===== src/rtl/pc_stack_unit.sv =====
// Fetch-stage program counter with sequential step, absolute load, relative branch,
// stall and a DEPTH-entry LIFO return stack with sticky misuse reporting.
module pc_stack_unit #(
  parameter int unsigned WIDTH        = 8,
  parameter logic [WIDTH-1:0] RESET_VECTOR = '0,
  parameter int unsigned STEP         = 1,
  parameter int unsigned DEPTH        = 4
) (
  input  logic             clk,
  input  logic             reset,
  input  logic             en,
  input  logic             load,
  input  logic [WIDTH-1:0] load_addr,
  input  logic             branch,
  input  logic [WIDTH-1:0] offset,
  input  logic             call,
  input  logic             ret,
  output logic [WIDTH-1:0] pc,
  output logic             stack_full,
  output logic             stack_empty,
  output logic             stack_err,
  output logic             wrap
);

  localparam int unsigned CW = $clog2(DEPTH + 1);
  localparam int unsigned AW = (DEPTH > 1) ? $clog2(DEPTH) : 1;

  logic [WIDTH-1:0] pc_q, pc_d;
  logic [CW-1:0]    count_q, count_d;
  logic             err_q, err_d;
  logic             wrap_q, wrap_d;
  logic [WIDTH-1:0] stack_q [2**AW];

  logic [WIDTH:0]   inc_sum_s;
  logic [AW-1:0]    top_idx_s;
  logic [AW-1:0]    push_idx_s;
  logic             push_s;
  logic             full_s;
  logic             empty_s;

  // Carry out of the widened sum is the sequential-overflow indication
  assign inc_sum_s  = {1'b0, pc_q} + (WIDTH+1)'(STEP);
  assign top_idx_s  = AW'(count_q - CW'(1));
  assign push_idx_s = AW'(count_q);
  assign full_s     = (count_q == CW'(DEPTH));
  assign empty_s    = (count_q == CW'(0));

  // Next-state selection in priority order ret > call > load > branch > increment
  always_comb begin
    pc_d    = pc_q;
    count_d = count_q;
    err_d   = err_q;
    wrap_d  = 1'b0;
    push_s  = 1'b0;
    if (en) begin
      if (ret) begin
        if (!empty_s) begin
          pc_d    = stack_q[top_idx_s];
          count_d = count_q - CW'(1);
        end else begin
          err_d = 1'b1;
        end
      end else if (call) begin
        if (!full_s) begin
          push_s  = 1'b1;
          pc_d    = load_addr;
          count_d = count_q + CW'(1);
        end else begin
          err_d = 1'b1;
        end
      end else if (load) begin
        pc_d = load_addr;
      end else if (branch) begin
        pc_d = pc_q + offset;
      end else begin
        pc_d   = inc_sum_s[WIDTH-1:0];
        wrap_d = inc_sum_s[WIDTH];
      end
    end else begin
      wrap_d = 1'b0;
    end
  end

  // Control state: pc, occupancy, sticky error and wrap pulse
  always_ff @(posedge clk) begin
    if (reset) begin
      pc_q    <= RESET_VECTOR;
      count_q <= CW'(0);
      err_q   <= 1'b0;
      wrap_q  <= 1'b0;
    end else begin
      pc_q    <= pc_d;
      count_q <= count_d;
      err_q   <= err_d;
      wrap_q  <= wrap_d;
    end
  end

  // Return-address storage; contents are meaningless after reset so no clear
  always_ff @(posedge clk) begin
    if (push_s && !reset) begin
      stack_q[push_idx_s] <= inc_sum_s[WIDTH-1:0];
    end
  end

  assign pc          = pc_q;
  assign stack_err   = err_q;
  assign wrap        = wrap_q;
  assign stack_full  = full_s;
  assign stack_empty = empty_s;

endmodule

===== config.mk =====
export PLATFORM = sky130hd
export DESIGN_NAME = pc_stack_unit
export DESIGN_NICKNAME = d
export VERILOG_FILES = /design/src/rtl/pc_stack_unit.sv
export SDC_FILE = /design/constraint.sdc
export NUM_CORES = 1
export LEC_CHECK = 0
export CAP_MARGIN = 20
export CORE_MARGIN = 1
export CORE_UTILIZATION = 50
export DETAILED_ROUTE_END_ITERATION = 10
export DONT_BUFFER_PORTS = 1
export PLACE_DENSITY = 0.74
export SETUP_SLACK_MARGIN = 0.02
export SLEW_MARGIN = 20
export SYNTH_ARGS = -nofsm -noshare
export SYNTH_HDL_FRONTEND = slang
export SYNTH_SLANG_ARGS = --single-unit

===== constraint.sdc =====
create_clock -name clk -period 4.85 [get_ports clk]
set_input_delay 0.485 -clock clk [delete_from_list [all_inputs] [get_ports clk]]
set_output_delay 0.485 -clock clk [all_outputs]
set_load 0.02 [all_outputs]

**After elaboration in Yosys (flattened, before gate mapping)**

Memories as Yosys holds them, arrays and structs flattened.
Index checks and enable logic that the tools add are counted.

- Latch bits: 0
- Output and inout bits: 12
- Input bits: 23
- Bits in registers: 13
- Memories: 1
- Bits in writable memories: 32
- Memory bits (read-only): 0

Memory list:

| name | words | bits a word | read ports | clocked after memory_dff | wr ports | RTL line | text |
|---|---|---|---|---|---|---|---|
| stack_q | 4 | 8 | 1 | 0 | 1 | 32 | `logic [WIDTH-1:0] stack_q [2**AW];` |

- Multiply operators: 0
- $add $sub $neg: 4
- $lt $le $gt $ge: 0
- Bitwise gates (word level): 1
- Reduce and logical (&&, ||, !) cells: 9
- Eq/ne operators: 5
- Shift-type cells: 0
- Div/mod/pow operators: 0
- Mux-type cells: 20

Operators by type and width:

| operator | number |
|---|---|
| 8-bit two-way mux | 6 |
| 3-bit two-way mux | 4 |
| 1-bit two-way mux | 10 |
| 8-bit by 1-bit adder with 9-bit output, second input constant | 1 |
| 8-bit adder | 1 |
| 4-bit AND reduction | 2 |
| 6-bit OR reduction | 1 |
| 2-bit inequality test, second input constant | 2 |
| 2-bit nonzero test | 2 |
| 3-bit by 1-bit adder with 3-bit output, second input constant | 1 |
| 3-bit equality test, second input constant | 1 |
| 3-bit logical NOT | 1 |
| 3-bit inequality test, second input constant | 1 |
| 3-bit AND reduction | 1 |
| 3-bit by 1-bit subtractor with 3-bit output, second input constant | 1 |
| 2-bit by 1-bit inequality test with 1-bit output, second input constant | 1 |
| 1-bit logical AND | 1 |
| 1-bit logical NOT | 1 |
| 1-bit NOT | 1 |

**Depth between registers and ports, before layout**

Gate-level depths: netlist of the first run.

- Word-level depth: 8
- Depth in mapped cells: 9
- Mapped depth without buffers: 8

**Worst setup path before layout of the first run**

OpenSTA, ideal clock, no wires.

- Kind: reg2reg
- Start point: register count_q[0]
- End point: memory stack_q[0][0], enable pin
- Setup slack: 2755 ps
- Arrival time: 1763 ps
- Stages on the path, launching flop included: 8
- Setup time: 332 ps
- Period minus slack after synthesis: 2095 ps
- Cells stage by stage: dfxtp_1 > buf_4 > inv_1 > ha_1 > and2_1 > nor2b_1 > nor2b_1 > and2_1

- Longest elaborated chain between the ends: 8

Ends and longest elaborated chain:

| what | RTL line | text |
|---|---|---|
| start, declared | 29 | `logic [CW-1:0] count_q, count_d;` |
| start signal, assigned | 93 | `count_q <= count_d;` |
| 3-bit equality test | 45 | `assign full_s = (count_q == CW'(DEPTH));` |
| net stack_full | 19 | `output logic stack_full,` |
| 1-bit two-way mux | 64 | `if (!full_s) begin` |
| 1-bit two-way mux | 63 | `end else if (call) begin` |
| 1-bit two-way mux | 56 | `if (ret) begin` |
| 1-bit two-way mux | 55 | `if (en) begin` |
| 1-bit logical AND | 101 | `if (push_s && !reset) begin` |
| 1-bit two-way mux | 101 |  |
| 1-bit two-way mux (not written as such) | 102 | `stack_q[push_idx_s] <= inc_sum_s[WIDTH-1:0];` |
| end, declared | 32 |  |

The timed path passes the listed nets, and every way through them passes these cells.

**Final worst setup path of the first run**

- Start point: register count_q[0]
- End point: memory stack_q[0][4], enable pin

Same word-level chain as after synthesis.

==> impl_results.html, run 1 <==
<table>
<tr><th>Metric</th><th>Value</th></tr>
<tr><th colspan="2">Die</th></tr>
<tr><td>Initial Util</td><td>52.2%</td></tr>
<tr><td>Core area</td><td>0.00472 mm2</td></tr>
<tr><td>I/O Pins</td><td>35</td></tr>
<tr><td>Count of standard-cell rows</td><td>25</td></tr>
<tr><td>Floorplan die area</td><td>0.00522 mm2</td></tr>
<tr><td>Die extent in x</td><td>72.2 um</td></tr>
<tr><td>Height of the die</td><td>72.2 um</td></tr>
<tr><th colspan="2">Final layout</th></tr>
<tr><td>Count of antenna diodes in the layout</td><td>0</td></tr>
<tr><td>Fraction of final layout cells with drive strength greater than 1</td><td>9.05%</td></tr>
<tr><td>Commonest cells after routing, fill and taps aside</td><td>sky130_fd_sc_hd__edfxtp_1 (32), sky130_fd_sc_hd__nor2_1 (15), sky130_fd_sc_hd__a21oi_1 (15)</td></tr>
<tr><td>Share of the core filled with cells</td><td>55.2%</td></tr>
<tr><td>Commonest non-fill, non-tap cell in the layout</td><td>sky130_fd_sc_hd__edfxtp_1</td></tr>
<tr><td>Design Area, Final</td><td>0.00261 mm2</td></tr>
<tr><td>Total number of nets in the final design</td><td>246</td></tr>
<tr><td>Layout-stage area growth over the synthesis result</td><td>5.58%</td></tr>
<tr><th colspan="2">GRT</th></tr>
<tr><td>Global-route track usage on met1</td><td>26.5%</td></tr>
<tr><td>Met2 Track Usage GR</td><td>36.3%</td></tr>
<tr><td>Tot GR Track Use</td><td>21.1%</td></tr>
<tr><td>Via count of the first global-routing pass</td><td>1,641</td></tr>
<tr><td>First-pass GRT wire length</td><td>8160 um</td></tr>
<tr><td>Number of antenna violations at the first check in global routing</td><td>0</td></tr>
<tr><td>Largest net degree at the start of global routing</td><td>21</td></tr>
<tr><td>Total overflow reported by the global router</td><td>0</td></tr>
<tr><td>Top Usage Layer GRT</td><td>met2</td></tr>
<tr><td>Global routing met3 resource utilization</td><td>5.00%</td></tr>
<tr><th colspan="2">Logic synthesis</th></tr>
<tr><td>Post-synthesis compound-gate area fraction</td><td>12.9%</td></tr>
<tr><td>Primary FF master, synth</td><td>sky130_fd_sc_hd__edfxtp_1</td></tr>
<tr><td>Yosys warnings</td><td>0</td></tr>
<tr><td>Post-Synthesis Cells</td><td>212</td></tr>
<tr><td>Number of register bits inferred by synthesis</td><td>45</td></tr>
<tr><td>Post-synth cell types</td><td>44</td></tr>
<tr><td>Ys async rst share</td><td>0%</td></tr>
<tr><td>Mean instance size in the synthesized netlist</td><td>11.6 um2</td></tr>
<tr><td>Post-synthesis instance area</td><td>0.00247 mm2</td></tr>
<tr><td>Basic-gate share of the synthesized area counting and, or, nand and nor cells</td><td>14.5%</td></tr>
<tr><td>Post-Syn Nets</td><td>249</td></tr>
<tr><td>Portion of netlist area occupied by mux cells</td><td>8.11%</td></tr>
<tr><td>Post-synthesis sequential area ratio</td><td>49.5%</td></tr>
<tr><td>Xor-xnor portion of the synthesized cell area</td><td>3.90%</td></tr>
<tr><td>Dominant combinational cell family by area after synthesis</td><td>simple AND/OR/NAND/NOR gates</td></tr>
<tr><td>Adder and majority gate portion of the synthesized area</td><td>7.40%</td></tr>
<tr><td>Post-synth EDFFs</td><td>32</td></tr>
<tr><th colspan="2">Critical path</th></tr>
<tr><td>Count of cells along the worst register-to-register path</td><td>6</td></tr>
<tr><td>Startpoint of the worst register-to-register path</td><td>count_q[0]$_SDFFE_PP0P_</td></tr>
<tr><td>Number of gates on the worst path with buffers counted</td><td>6</td></tr>
<tr><td>Critical path endpoint</td><td>stack_q[0][4]$_DFFE_PP_</td></tr>
<tr><td>Crit-path max FO</td><td>11</td></tr>
<tr><td>Setup Crit Path Kind</td><td>reg2reg</td></tr>
<tr><td>Worst flop-to-flop path endpoint</td><td>stack_q[0][4]$_DFFE_PP_</td></tr>
<tr><td>Startpoint type of the worst setup path</td><td>flop</td></tr>
<tr><td>Family with the most delay on the worst path</td><td>simple AND/OR/NAND/NOR gates</td></tr>
<tr><td>Cell at the slowest stage of the critical path</td><td>sky130_fd_sc_hd__dfxtp_1</td></tr>
<tr><td>Arr. time, crit path</td><td>2.72 ns</td></tr>
<tr><td>Setup slack of the worst register-to-register path</td><td>2.08 ns</td></tr>
<tr><td>Launch point of the worst path</td><td>count_q[0]$_SDFFE_PP0P_</td></tr>
<tr><td>Endpoint required time on the critical path</td><td>4.81 ns</td></tr>
<tr><td>Category of the worst setup path capture point</td><td>flop</td></tr>
<tr><td>Delay contributed by the slowest stage of the critical path</td><td>0.73 ns</td></tr>
<tr><td>Total buffers and inverters traversed by the critical path</td><td>1</td></tr>
<tr><td>Series of cell instances along the critical path</td><td>inv_1 -&gt; ha_1 -&gt; and2_1 -&gt; nor2b_1 -&gt; nor2b_1 -&gt; and2_1</td></tr>
<tr><th colspan="2">Clock network</th></tr>
<tr><td>TritonCTS clock tree</td><td>done</td></tr>
<tr><td>Number of post-CTS setup repair buffers</td><td>0</td></tr>
<tr><td>Cell at the root of the clock tree</td><td>sky130_fd_sc_hd__clkbuf_8</td></tr>
<tr><td>Num CTS Buffers</td><td>5</td></tr>
<tr><td># H-tree levels</td><td>2</td></tr>
<tr><td>Post-CTS Hold Fix Bufs</td><td>0</td></tr>
<tr><td>Clk buf depth</td><td>2</td></tr>
<tr><td>Post_cts resized</td><td>0</td></tr>
<tr><td>Sink Count</td><td>45</td></tr>
<tr><td>Clock latency of the later-clocked register in the worst-skew pair</td><td>0.30 ns</td></tr>
<tr><td>Clock slew seen by the registers of the worst setup and hold paths</td><td>0.09 ns</td></tr>
<tr><th colspan="2">Placement</th></tr>
<tr><td>Gp weighted congestion</td><td>0.794</td></tr>
<tr><td>Placed wire-length estimate after detailed placement</td><td>3910 um</td></tr>
<tr><td>Dpl ws</td><td>2.09 ns</td></tr>
<tr><td>Cell Area, Placed</td><td>0.00249 mm2</td></tr>
<tr><td>Number of port buffers</td><td>0</td></tr>
<tr><th colspan="2">Worst hold path</th></tr>
<tr><td>Worst min-delay path category</td><td>in2reg</td></tr>
<tr><th colspan="2">Timing</th></tr>
<tr><td>Final WS setup</td><td>2.08 ns</td></tr>
<tr><td>Period utilisation layout</td><td>57.0%</td></tr>
<tr><td>RSZ-0062 raised after global routing</td><td>false</td></tr>
<tr><td>Setup-failing EPs final</td><td>0</td></tr>
<tr><td>Endpoints failing hold</td><td>0</td></tr>
<tr><td>Post-layout minimum cycle time</td><td>2.77 ns</td></tr>
<tr><td>Slew at the pin closest to its max-slew limit</td><td>0.891 ns</td></tr>
<tr><td>Number of pins with negative max-slew slack in the final report</td><td>0</td></tr>
<tr><td>Final-layout worst hold slack</td><td>0.242 ns</td></tr>
<tr><td>Setup TNS Final</td><td>0 ns</td></tr>
<tr><td>Headroom to the max-slew limit</td><td>40.4%</td></tr>
<tr><td>Worst clock skew</td><td>0.0121 ns</td></tr>
<tr><td>Highest Clock Rate</td><td>0.362 GHz</td></tr>
<tr><th colspan="2">Status</th></tr>
<tr><td>Status</td><td>finished clean</td></tr>
<tr><th colspan="2">Detailed routing</th></tr>
<tr><td>Drt drc</td><td>0</td></tr>
<tr><td>Avg WL per Cell</td><td>18.8 um</td></tr>
<tr><td>Final ANT Viol Nets</td><td>0</td></tr>
<tr><td>Number of vias in the routed layout</td><td>1,661</td></tr>
<tr><td>Number of iterations in the first detailed-routing pass</td><td>4</td></tr>
<tr><td>Number of DRC markers after the initial detailed-route iteration</td><td>119</td></tr>
<tr><td>Total wire length after detailed routing</td><td>5200 um</td></tr>
<tr><td>Vias per Instance</td><td>6.00</td></tr>
<tr><th colspan="2">Power</th></tr>
<tr><td>Static Leak</td><td>0.000907 uW</td></tr>
<tr><td>Cell Pwr Density</td><td>357 mW/mm2</td></tr>
<tr><td>VDD IR max</td><td>0.000215 V</td></tr>
<tr><th colspan="2">Flow run</th></tr>
<tr><td>Number of maximum-capacitance constraint violations</td><td>0</td></tr>
</table>
## flip-flops by register name, summed over array words and instances (netlist names)
name / cells
count_q: 3
pc: 8
stack_err: 1
stack_q: 32
wrap: 1
## worst reg2reg max path, cell delays in order (launching register included)
cell,delay [ns]
sky130_fd_sc_hd__dfxtp_1,0.73
sky130_fd_sc_hd__inv_1,0.24
sky130_fd_sc_hd__ha_1,0.32
sky130_fd_sc_hd__and2_1,0.28
sky130_fd_sc_hd__nor2b_1,0.17
sky130_fd_sc_hd__nor2b_1,0.27
sky130_fd_sc_hd__and2_1,0.42
## cell families after synthesis
logic type	Yosys count
buffers and inverters	18
and+or+nand+nor	65
adders and majority gates	14
xor gates and xnor gates	11
DFF	45
muxes	10
AOI/OAI and AO/OA	49
## report_power, final
part,switching (uW),leakage [uW],internal [uW]
registers,37.4,0.000399,434
logic,92.9,0.000454,76.3
clock network,135,0.0000543,154
## synthesized netlist by cell type (all sizes together), types with 3 or more instances
cell type,n,area share (%)
mux4,8,7.3
xnor2,8,2.8
inv,8,1.2
dfxtp,13,11
nor2,15,2.3
nor3b,3,1.1
clkbuf,3,0.51
nor4,3,0.76
nand2,9,1.4
or3,4,1.0
and3,5,1.3
nand3,6,1.2
xor2,3,1.1
buf,7,2.0
nor3,3,0.61
edfxtp,32,39
o21ai,7,1.4
o21a,4,1.2
ha,13,6.6
o22ai,3,0.76
a211oi,9,2.7
a21oi,15,3.0
nor2b,6,1.5
and2,6,1.5
## final cells by class
| cell class | count | area [um2] |
|---|---|---|
| Fill cell | 383 | 2120 |
| Multi-Input combinational cell | 149 | 1150 |
| Tap cell | 67 | 83.8 |
| Sequential cell | 45 | 1220 |
| Inverter | 8 | 30.0 |
| Clock inverter | 3 | 46.3 |
| Clock buffer | 5 | 68.8 |
## routing by layer
layer	vias up	wire length (um)
met2	45	2550
li1	798	-
met5	-	0
met4	0	74
met1	812	2290
met3	6	280
## stage by stage
step	std cells	total power [uW]
5_1_grt	277	969
3_3_place_gp	269	642
3_5_place_dp	269	648
4_1_cts	277	932
2_1_floorplan	212	618
6_report	277	930
## worst min-delay path by stage
stage,start,to,slack [ns],cells after the start
CTS,reset,pc[0]$_SDFFE_PP0P_,0.24,1
finish,reset,pc[1]$_SDFFE_PP0P_,0.24,1
global placement,count_q[2]$_SDFFE_PP0P_,count_q[2]$_SDFFE_PP0P_,0.51,2
global route,reset,pc[1]$_SDFFE_PP0P_,0.23,1
floorplan,count_q[2]$_SDFFE_PP0P_,count_q[2]$_SDFFE_PP0P_,0.49,2
detailed placement,count_q[2]$_SDFFE_PP0P_,count_q[2]$_SDFFE_PP0P_,0.52,2
(Power assumes the default switching activity.)
==> run 2: changes to the inputs <==
Clock period 4.85 ns to 2.64 ns, I/O delays scaled along.
==> run 2 against run 1 <==
Compared with the run above: clock skew shrank 0.0063 ns; combinational power rose by 100%; sequential share of layout area grew 0.068 points; via count up 1.7%; critical path depth is the same; first-iteration DRC count is 6.7% higher; power increased by 70%; global-route usage fell by 0.49 points; core utilization is 0.079 points lower; wire length is 3.0% lower; die area unchanged; critical path type unchanged; highest routed layer unchanged.
==> impl_results.html, run 2 (synthesis gave the netlist of run 1 again) <==
<table>
<tr><th>Metric</th><th>Value</th></tr>
<tr><th colspan="2">Status</th></tr>
<tr><td>Status</td><td>finished clean (unchanged)</td></tr>
<tr><th colspan="2">Timing</th></tr>
<tr><td>Slew at the pin closest to its max-slew limit</td><td>0.519 ns (was 0.891 ns)</td></tr>
<tr><td>Post-layout minimum cycle time</td><td>2.15 ns (was 2.77 ns)</td></tr>
<tr><td>Highest Clock Rate</td><td>0.466 GHz (was 0.362 GHz)</td></tr>
<tr><td>Period utilisation layout</td><td>81.3% (was 57.0%)</td></tr>
<tr><td>Worst clock skew</td><td>0.00581 ns (was 0.0121 ns)</td></tr>
<tr><td>Final-layout worst hold slack</td><td>0.0317 ns (was 0.242 ns)</td></tr>
<tr><td>Setup-failing EPs final</td><td>0 (unchanged)</td></tr>
<tr><td>Setup TNS Final</td><td>0 ns (unchanged)</td></tr>
<tr><td>Final WS setup</td><td>0.494 ns (was 2.08 ns)</td></tr>
<tr><td>Endpoints failing hold</td><td>0 (unchanged)</td></tr>
<tr><td>Headroom to the max-slew limit</td><td>65.1% (was 40.4%)</td></tr>
<tr><td>Number of pins with negative max-slew slack in the final report</td><td>0 (unchanged)</td></tr>
<tr><td>RSZ-0062 raised after global routing</td><td>false (unchanged)</td></tr>
<tr><th colspan="2">Die</th></tr>
<tr><td>I/O Pins</td><td>35 (unchanged)</td></tr>
<tr><td>Count of standard-cell rows</td><td>25 (unchanged)</td></tr>
<tr><td>Floorplan die area</td><td>0.00522 mm2 (unchanged)</td></tr>
<tr><td>Initial Util</td><td>52.2% (unchanged)</td></tr>
<tr><td>Core area</td><td>0.00472 mm2 (unchanged)</td></tr>
<tr><td>Height of the die</td><td>72.2 um (unchanged)</td></tr>
<tr><td>Die extent in x</td><td>72.2 um (unchanged)</td></tr>
<tr><th colspan="2">Placement</th></tr>
<tr><td>Placed wire-length estimate after detailed placement</td><td>3750 um (was 3910 um)</td></tr>
<tr><td>Total instance count after detailed placement</td><td>273 (was 269)</td></tr>
<tr><td>Dpl ws</td><td>0.510 ns (was 2.09 ns)</td></tr>
<tr><td>Number of port buffers</td><td>0 (unchanged)</td></tr>
<tr><td>Gp weighted congestion</td><td>0.805 (was 0.794)</td></tr>
<tr><th colspan="2">Critical path</th></tr>
<tr><td>Category of the worst setup path capture point</td><td>flop (unchanged)</td></tr>
<tr><td>Startpoint type of the worst setup path</td><td>flop (unchanged)</td></tr>
<tr><td>Setup Crit Path Kind</td><td>reg2reg (unchanged)</td></tr>
<tr><td>Arr. time, crit path</td><td>2.09 ns (was 2.72 ns)</td></tr>
<tr><td>Endpoint required time on the critical path</td><td>2.59 ns (was 4.81 ns)</td></tr>
<tr><td>Crit-path max FO</td><td>8 (was 11)</td></tr>
<tr><th colspan="2">Final layout</th></tr>
<tr><td>Total number of nets in the final design</td><td>250 (was 246)</td></tr>
<tr><td>Commonest cells after routing, fill and taps aside</td><td>sky130_fd_sc_hd__edfxtp_1 (32), sky130_fd_sc_hd__nor2_1 (15), sky130_fd_sc_hd__a21oi_1 (15) (unchanged)</td></tr>
<tr><td>Commonest non-fill, non-tap cell in the layout</td><td>sky130_fd_sc_hd__edfxtp_1 (unchanged)</td></tr>
<tr><td>Max reg flops</td><td>32 (unchanged)</td></tr>
<tr><td>Count of antenna diodes in the layout</td><td>0 (unchanged)</td></tr>
<tr><td>Largest register by flop count</td><td>stack_q (unchanged)</td></tr>
<tr><td>Layout-stage area growth over the synthesis result</td><td>5.43% (was 5.58%)</td></tr>
<tr><td>Fraction of final layout cells with drive strength greater than 1</td><td>9.81% (was 9.05%)</td></tr>
<tr><td>Fin cells</td><td>281 (was 277)</td></tr>
<tr><th colspan="2">Detailed routing</th></tr>
<tr><td>Number of iterations in the first detailed-routing pass</td><td>4 (unchanged)</td></tr>
<tr><td>Drt drc</td><td>0 (unchanged)</td></tr>
<tr><td>Number of vias in the routed layout</td><td>1,689 (was 1,661)</td></tr>
<tr><td>Final ANT Viol Nets</td><td>0 (unchanged)</td></tr>
<tr><td>Avg WL per Cell</td><td>17.9 um (was 18.8 um)</td></tr>
<tr><td>Number of DRC markers after the initial detailed-route iteration</td><td>127 (was 119)</td></tr>
<tr><td>Total wire length after detailed routing</td><td>5040 um (was 5200 um)</td></tr>
<tr><td>Vias per Instance</td><td>6.01 (was 6.00)</td></tr>
<tr><th colspan="2">Clock network</th></tr>
<tr><td>Clk buf depth</td><td>2 (unchanged)</td></tr>
<tr><td>Sink Count</td><td>45 (unchanged)</td></tr>
<tr><td>Num CTS Buffers</td><td>5 (unchanged)</td></tr>
<tr><td>Clock latency of the later-clocked register in the worst-skew pair</td><td>0.29 ns (was 0.30 ns)</td></tr>
<tr><td>Clock slew seen by the registers of the worst setup and hold paths</td><td>0.08 ns (was 0.09 ns)</td></tr>
<tr><td>Cell at the root of the clock tree</td><td>sky130_fd_sc_hd__clkbuf_8 (unchanged)</td></tr>
<tr><td>Number of post-CTS setup repair buffers</td><td>0 (unchanged)</td></tr>
<tr><td>Post_cts resized</td><td>0 (unchanged)</td></tr>
<tr><td>Post-CTS Hold Fix Bufs</td><td>0 (unchanged)</td></tr>
<tr><td># H-tree levels</td><td>2 (unchanged)</td></tr>
<tr><td>TritonCTS clock tree</td><td>done (unchanged)</td></tr>
<tr><th colspan="2">Worst hold path</th></tr>
<tr><td>Worst min-delay path category</td><td>in2reg (unchanged)</td></tr>
<tr><th colspan="2">GRT</th></tr>
<tr><td>Total overflow reported by the global router</td><td>0 (unchanged)</td></tr>
<tr><td>First-pass GRT wire length</td><td>7930 um (was 8160 um)</td></tr>
<tr><td>Via count of the first global-routing pass</td><td>1,634 (was 1,641)</td></tr>
<tr><td>Number of antenna violations at the first check in global routing</td><td>0 (unchanged)</td></tr>
<tr><td>Largest net degree at the start of global routing</td><td>21 (unchanged)</td></tr>
<tr><td>Tot GR Track Use</td><td>20.6% (was 21.1%)</td></tr>
<tr><th colspan="2">Power</th></tr>
<tr><td>Cell Pwr Density</td><td>608 mW/mm2 (was 357 mW/mm2)</td></tr>
<tr><td>Static Leak</td><td>0.000916 uW (was 0.000907 uW)</td></tr>
<tr><td>VDD IR max</td><td>0.000236 V (was 0.000215 V)</td></tr>
<tr><th colspan="2">Flow run</th></tr>
<tr><td>Number of maximum-capacitance constraint violations</td><td>0 (unchanged)</td></tr>
</table>
==> run 2: worst paths after layout <==
check                     startpoint                 endpoint  slack (ns)  cells after the start
max reg2reg  count_q[1]$_SDFFE_PP0P_  stack_q[0][5]$_DFFE_PP_        0.49                      6
max          count_q[1]$_SDFFE_PP0P_  stack_q[0][5]$_DFFE_PP_        0.49                      6
min reg2reg  count_q[2]$_SDFFE_PP0P_  count_q[2]$_SDFFE_PP0P_        0.54                      2
min                            reset   stack_err$_SDFFE_PP0P_        0.03                      1
==> run 2: critical path: stages, from the launching register on <==
cell	delay (ns)
sky130_fd_sc_hd__dfxtp_1	0.35
sky130_fd_sc_hd__inv_1	0.10
sky130_fd_sc_hd__ha_1	0.25
sky130_fd_sc_hd__and2_1	0.26
sky130_fd_sc_hd__nor2b_1	0.17
sky130_fd_sc_hd__nor2b_1	0.25
sky130_fd_sc_hd__and2_1	0.42
==> run 2: final cells by class <==
type,count,area [um2]
Clock inverter,3,12.5
Fill cell,402,2120
Sequential cell,45,1220
Clock buffer,5,68.8
Timing Repair Buffer,4,30.0
Inverter,8,30.0
Multi-Input combinational cell,149,1150
Tap cell,67,83.8
==> run 2: metrics by stage <==
stage          power (uW)  utilization [%]  area, um2
5_1_grt              1660             55.1       2600
3_5_place_dp         1200             53.4       2520
3_3_place_gp         1190             53.4       2520
6_report             1580             55.1       2600
2_1_floorplan        1140                -       2470
4_1_cts              1590             55.1       2600
==> run 2: report_power, final <==
group,leakage [uW],total (uW),switching [uW],internal [uW]
Clock,0.0000430,398,219,178
Combinational,0.000475,338,190,149
Sequential,0.000399,845,48.7,797
Total,0.000916,1580,458,1120
==> run 2: routing by layer <==
metal | vias up | track usage, % | routed length (um)
met5 | - | 0 | 0
met4 | 0 | 8.71 | 86
met3 | 10 | 3.47 | 351
met2 | 74 | 33.6 | 2430
met1 | 800 | 27.3 | 2170
li1 | 805 | - | -
==> run 3: changes to the inputs <==
Clock period 2.64 ns to 2 ns, I/O delays scaled along.
==> run 3 against run 2 <==
Compared with the run above: die area did not move; design area is 6.0% higher; global-route usage increased by 1.0 points; count of clock-buffer cells in the layout up 2; register-to-register slack got worse by 0.33 ns; setup slack got worse by 0.33 ns; largest cell class unchanged.
==> impl_results.html, run 3 (synthesis gave the netlist of run 1 again) <==
<table>
<tr><th>Metric</th><th>Value</th></tr>
<tr><th colspan="2">Status</th></tr>
<tr><td>Status</td><td>finished clean (unchanged)</td></tr>
<tr><th colspan="2">Final layout</th></tr>
<tr><td>Largest register by flop count</td><td>stack_q (unchanged)</td></tr>
<tr><td>Fraction of final layout cells with drive strength greater than 1</td><td>20.0% (was 9.81%)</td></tr>
<tr><td>Area occupied by multi-input gates</td><td>0.00118 mm2 (was 0.00115 mm2)</td></tr>
<tr><td>Sequential Area</td><td>0.00122 mm2 (about the same)</td></tr>
<tr><td>Total number of nets in the final design</td><td>266 (was 250)</td></tr>
<tr><td>Filler Cells Inserted</td><td>396 (was 402)</td></tr>
<tr><td>Layout-stage area growth over the synthesis result</td><td>11.7% (was 5.43%)</td></tr>
<tr><td>Design Area, Final</td><td>0.00276 mm2 (was 0.00260 mm2)</td></tr>
<tr><td>Commonest non-fill, non-tap cell in the layout</td><td>sky130_fd_sc_hd__edfxtp_1 (unchanged)</td></tr>
<tr><td>Fin cells</td><td>297 (was 281)</td></tr>
<tr><td>Count of antenna diodes in the layout</td><td>0 (unchanged)</td></tr>
<tr><td>Share of the core filled with cells</td><td>58.4% (was 55.1%)</td></tr>
<tr><td>Commonest cells after routing, fill and taps aside</td><td>sky130_fd_sc_hd__edfxtp_1 (32), sky130_fd_sc_hd__buf_4 (19), sky130_fd_sc_hd__nor2_1 (15), sky130_fd_sc_hd__a21oi_1 (15) (was sky130_fd_sc_hd__edfxtp_1 (32), sky130_fd_sc_hd__nor2_1 (15), sky130_fd_sc_hd__a21oi_1 (15))</td></tr>
<tr><td>Max reg flops</td><td>32 (unchanged)</td></tr>
<tr><th colspan="2">Clock network</th></tr>
<tr><td>Cell at the root of the clock tree</td><td>sky130_fd_sc_hd__clkbuf_8 (unchanged)</td></tr>
<tr><td>Clock latency of the later-clocked register in the worst-skew pair</td><td>0.29 ns (about the same)</td></tr>
<tr><td># H-tree levels</td><td>2 (unchanged)</td></tr>
<tr><td>Clk buf depth</td><td>2 (unchanged)</td></tr>
<tr><td>Clock slew seen by the registers of the worst setup and hold paths</td><td>0.09 ns (was 0.08 ns)</td></tr>
<tr><td>Sink Count</td><td>45 (unchanged)</td></tr>
<tr><td>Num CTS Buffers</td><td>5 (unchanged)</td></tr>
<tr><td>TritonCTS clock tree</td><td>done (unchanged)</td></tr>
<tr><th colspan="2">Timing</th></tr>
<tr><td>Number of pins with negative max-slew slack in the final report</td><td>0 (unchanged)</td></tr>
<tr><td>Setup-failing EPs final</td><td>0 (unchanged)</td></tr>
<tr><td>Highest Clock Rate</td><td>0.544 GHz (was 0.466 GHz)</td></tr>
<tr><td>Worst clock skew</td><td>0.00812 ns (was 0.00581 ns)</td></tr>
<tr><td>Post-layout minimum cycle time</td><td>1.84 ns (was 2.15 ns)</td></tr>
<tr><td>Slew at the pin closest to its max-slew limit</td><td>0.504 ns (was 0.519 ns)</td></tr>
<tr><td>Endpoints failing hold</td><td>0 (unchanged)</td></tr>
<tr><td>RSZ-0062 raised after global routing</td><td>false (unchanged)</td></tr>
<tr><td>Setup TNS Final</td><td>0 ns (unchanged)</td></tr>
<tr><td>Period utilisation layout</td><td>91.9% (was 81.3%)</td></tr>
<tr><td>Headroom to the max-slew limit</td><td>66.3% (was 65.1%)</td></tr>
<tr><th colspan="2">Placement</th></tr>
<tr><td>Placed wire-length estimate after detailed placement</td><td>3960 um (was 3750 um)</td></tr>
<tr><td>Total instance count after detailed placement</td><td>288 (was 273)</td></tr>
<tr><td>Cell Area, Placed</td><td>0.00265 mm2 (was 0.00252 mm2)</td></tr>
<tr><td>Gp weighted congestion</td><td>0.772 (was 0.805)</td></tr>
<tr><td>Number of port buffers</td><td>0 (unchanged)</td></tr>
<tr><th colspan="2">Power</th></tr>
<tr><td>VDD IR max</td><td>0.000432 V (was 0.000236 V)</td></tr>
<tr><td>Static Leak</td><td>0.00100 uW (was 0.000916 uW)</td></tr>
<tr><td>Cell Pwr Density</td><td>788 mW/mm2 (was 608 mW/mm2)</td></tr>
<tr><th colspan="2">Die</th></tr>
<tr><td>Height of the die</td><td>72.2 um (unchanged)</td></tr>
<tr><td>Initial Util</td><td>52.2% (unchanged)</td></tr>
<tr><td>Floorplan die area</td><td>0.00522 mm2 (unchanged)</td></tr>
<tr><td>Core area</td><td>0.00472 mm2 (unchanged)</td></tr>
<tr><td>Count of standard-cell rows</td><td>25 (unchanged)</td></tr>
<tr><td>I/O Pins</td><td>35 (unchanged)</td></tr>
<tr><td>Die extent in x</td><td>72.2 um (unchanged)</td></tr>
<tr><th colspan="2">Detailed routing</th></tr>
<tr><td>Avg WL per Cell</td><td>17.4 um (was 17.9 um)</td></tr>
<tr><td>Final ANT Viol Nets</td><td>0 (unchanged)</td></tr>
<tr><td>Number of iterations in the first detailed-routing pass</td><td>4 (unchanged)</td></tr>
<tr><td>Number of DRC markers after the initial detailed-route iteration</td><td>96 (was 127)</td></tr>
<tr><td>Number of vias in the routed layout</td><td>1,701 (was 1,689)</td></tr>
<tr><td>Vias per Instance</td><td>5.73 (was 6.01)</td></tr>
<tr><td>Drt drc</td><td>0 (unchanged)</td></tr>
<tr><td>Total wire length after detailed routing</td><td>5170 um (was 5040 um)</td></tr>
<tr><th colspan="2">GRT</th></tr>
<tr><td>First-pass GRT wire length</td><td>8270 um (was 7930 um)</td></tr>
<tr><td>Number of antenna violations at the first check in global routing</td><td>0 (unchanged)</td></tr>
<tr><td>Total overflow reported by the global router</td><td>0 (unchanged)</td></tr>
<tr><td>Via count of the first global-routing pass</td><td>1,684 (was 1,634)</td></tr>
<tr><td>Largest net degree at the start of global routing</td><td>21 (unchanged)</td></tr>
<tr><td>Tot GR Track Use</td><td>21.6% (was 20.6%)</td></tr>
<tr><th colspan="2">Critical path</th></tr>
<tr><td>Cell at the slowest stage of the critical path</td><td>sky130_fd_sc_hd__dfxtp_1 (was sky130_fd_sc_hd__and2_1)</td></tr>
<tr><td>Arr. time, crit path</td><td>2.04 ns (was 2.09 ns)</td></tr>
<tr><td>Setup slack of the worst register-to-register path</td><td>0.16 ns (was 0.49 ns)</td></tr>
<tr><td>Category of the worst setup path capture point</td><td>flop (unchanged)</td></tr>
<tr><td>Crit-path max FO</td><td>5 (was 8)</td></tr>
<tr><td>Worst flop-to-flop path endpoint</td><td>count_q[1]$_SDFFE_PP0P_ (was stack_q[0][5]$_DFFE_PP_)</td></tr>
<tr><td>Series of cell instances along the critical path</td><td>inv_1 -&gt; ha_2 -&gt; and2_2 -&gt; nor2b_2 -&gt; o211ai_1 -&gt; buf_4 -&gt; nor2_1 -&gt; a211oi_1 (was inv_1 -&gt; ha_1 -&gt; and2_1 -&gt; nor2b_1 -&gt; nor2b_1 -&gt; and2_1)</td></tr>
<tr><td>Endpoint required time on the critical path</td><td>2.20 ns (was 2.59 ns)</td></tr>
<tr><td>Setup Crit Path Kind</td><td>reg2reg (unchanged)</td></tr>
<tr><td>Startpoint of the worst register-to-register path</td><td>count_q[1]$_SDFFE_PP0P_ (unchanged)</td></tr>
<tr><td>Count of cells along the worst register-to-register path</td><td>8 (was 6)</td></tr>
<tr><td>Startpoint type of the worst setup path</td><td>flop (unchanged)</td></tr>
<tr><td>Delay contributed by the slowest stage of the critical path</td><td>0.33 ns (was 0.42 ns)</td></tr>
<tr><th colspan="2">Flow run</th></tr>
<tr><td>Number of maximum-capacitance constraint violations</td><td>0 (unchanged)</td></tr>
<tr><th colspan="2">Worst hold path</th></tr>
<tr><td>Worst hold path depth</td><td>2 (was 1)</td></tr>
<tr><td>Start point of the worst min-delay path</td><td>reset (unchanged)</td></tr>
<tr><td>Worst hold endpoint</td><td>pc[5]$_SDFFE_PP0P_ (was stack_err$_SDFFE_PP0P_)</td></tr>
<tr><td>Worst min-delay path category</td><td>in2reg (unchanged)</td></tr>
</table>
==> run 3: cell types whose count changed in the layout (fill, tap and decap cells not counted), moves of 2 or more <==
cell	delta
sky130_fd_sc_hd__buf_4	+15
sky130_fd_sc_hd__and2_1	-5
sky130_fd_sc_hd__and2_4	+4
sky130_fd_sc_hd__clkbuf_1	+2
sky130_fd_sc_hd__clkinv_1	-2
sky130_fd_sc_hd__nor2b_1	-2
==> run 3: per-stage QoR <==
stage / total power (uW) / setup slack, ns / hold slack (ns)
floorplan: 1510 / 0.0449 / 0.277
global placement: 1620 / 0.162 / 0.271
detailed placement: 1640 / 0.00610 / 0.275
CTS: 2180 / 0.0376 / 0.0485
global route: 2290 / 0.0267 / 0.0557
finish: 2170 / 0.162 / 0.0581
==> run 3: what timing repair did <==
item                                    4_1_cts  5_1_grt
hold buffers                                  1        0
buffers inserted                              0        0
endpoints found under the setup margin       17       40
endpoints found under the hold margin        11        0
resized for setup                             1        4
==> run 3: how the worst max path moves through the flow <==
stage | to | slack [ns] | start
2_1_floorplan | count_q[2]$_SDFFE_PP0P_ | 0.04 | count_q[0]$_SDFFE_PP0P_
3_3_place_gp | stack_q[2][1]$_DFFE_PP_ | 0.16 | count_q[1]$_SDFFE_PP0P_
3_5_place_dp | stack_q[2][1]$_DFFE_PP_ | 0.006 | count_q[1]$_SDFFE_PP0P_
4_1_cts | stack_q[2][2]$_DFFE_PP_ | 0.04 | count_q[1]$_SDFFE_PP0P_
5_1_grt | pc[1]$_SDFFE_PP0P_ | 0.03 | pc[0]$_SDFFE_PP0P_
6_report | count_q[1]$_SDFFE_PP0P_ | 0.16 | count_q[1]$_SDFFE_PP0P_
==> run 3: layout make-up <==
type                       instances  area share (%)
clock buffer                       7            2.77
clock inverter                     1           0.272
multi-input combinational        149            42.9
inverter                           8            1.09
sequential                        45            44.3
timing repair buffer              20            5.54
tap                               67            3.04
==> run 3: report_power, final <==
| part | internal, uW | switching (uW) |
|---|---|---|
| combinational | 250 | 303 |
| sequential | 1050 | 28.4 |
| clock | 247 | 292 |
| total | 1550 | 624 |
==> run 3: critical path: cells and delay by family (launching register included) <==
kind	cells	cell delay [ns]
compound gates	2	0.47
fa+ha+maj	1	0.26
buf+inv	2	0.32
flops	1	0.33
simple gates	3	0.37
==> run 3: layer usage <==
metal / global-route usage [%] / share of wire [%] / vias to the layer above
met5: 0 / 0 / -
met4: 10.5 / 2.4 / 0
met3: 6.39 / 4.2 / 13
met2: 35.7 / 50 / 50
met1: 26.0 / 43 / 797
li1: - / - / 841
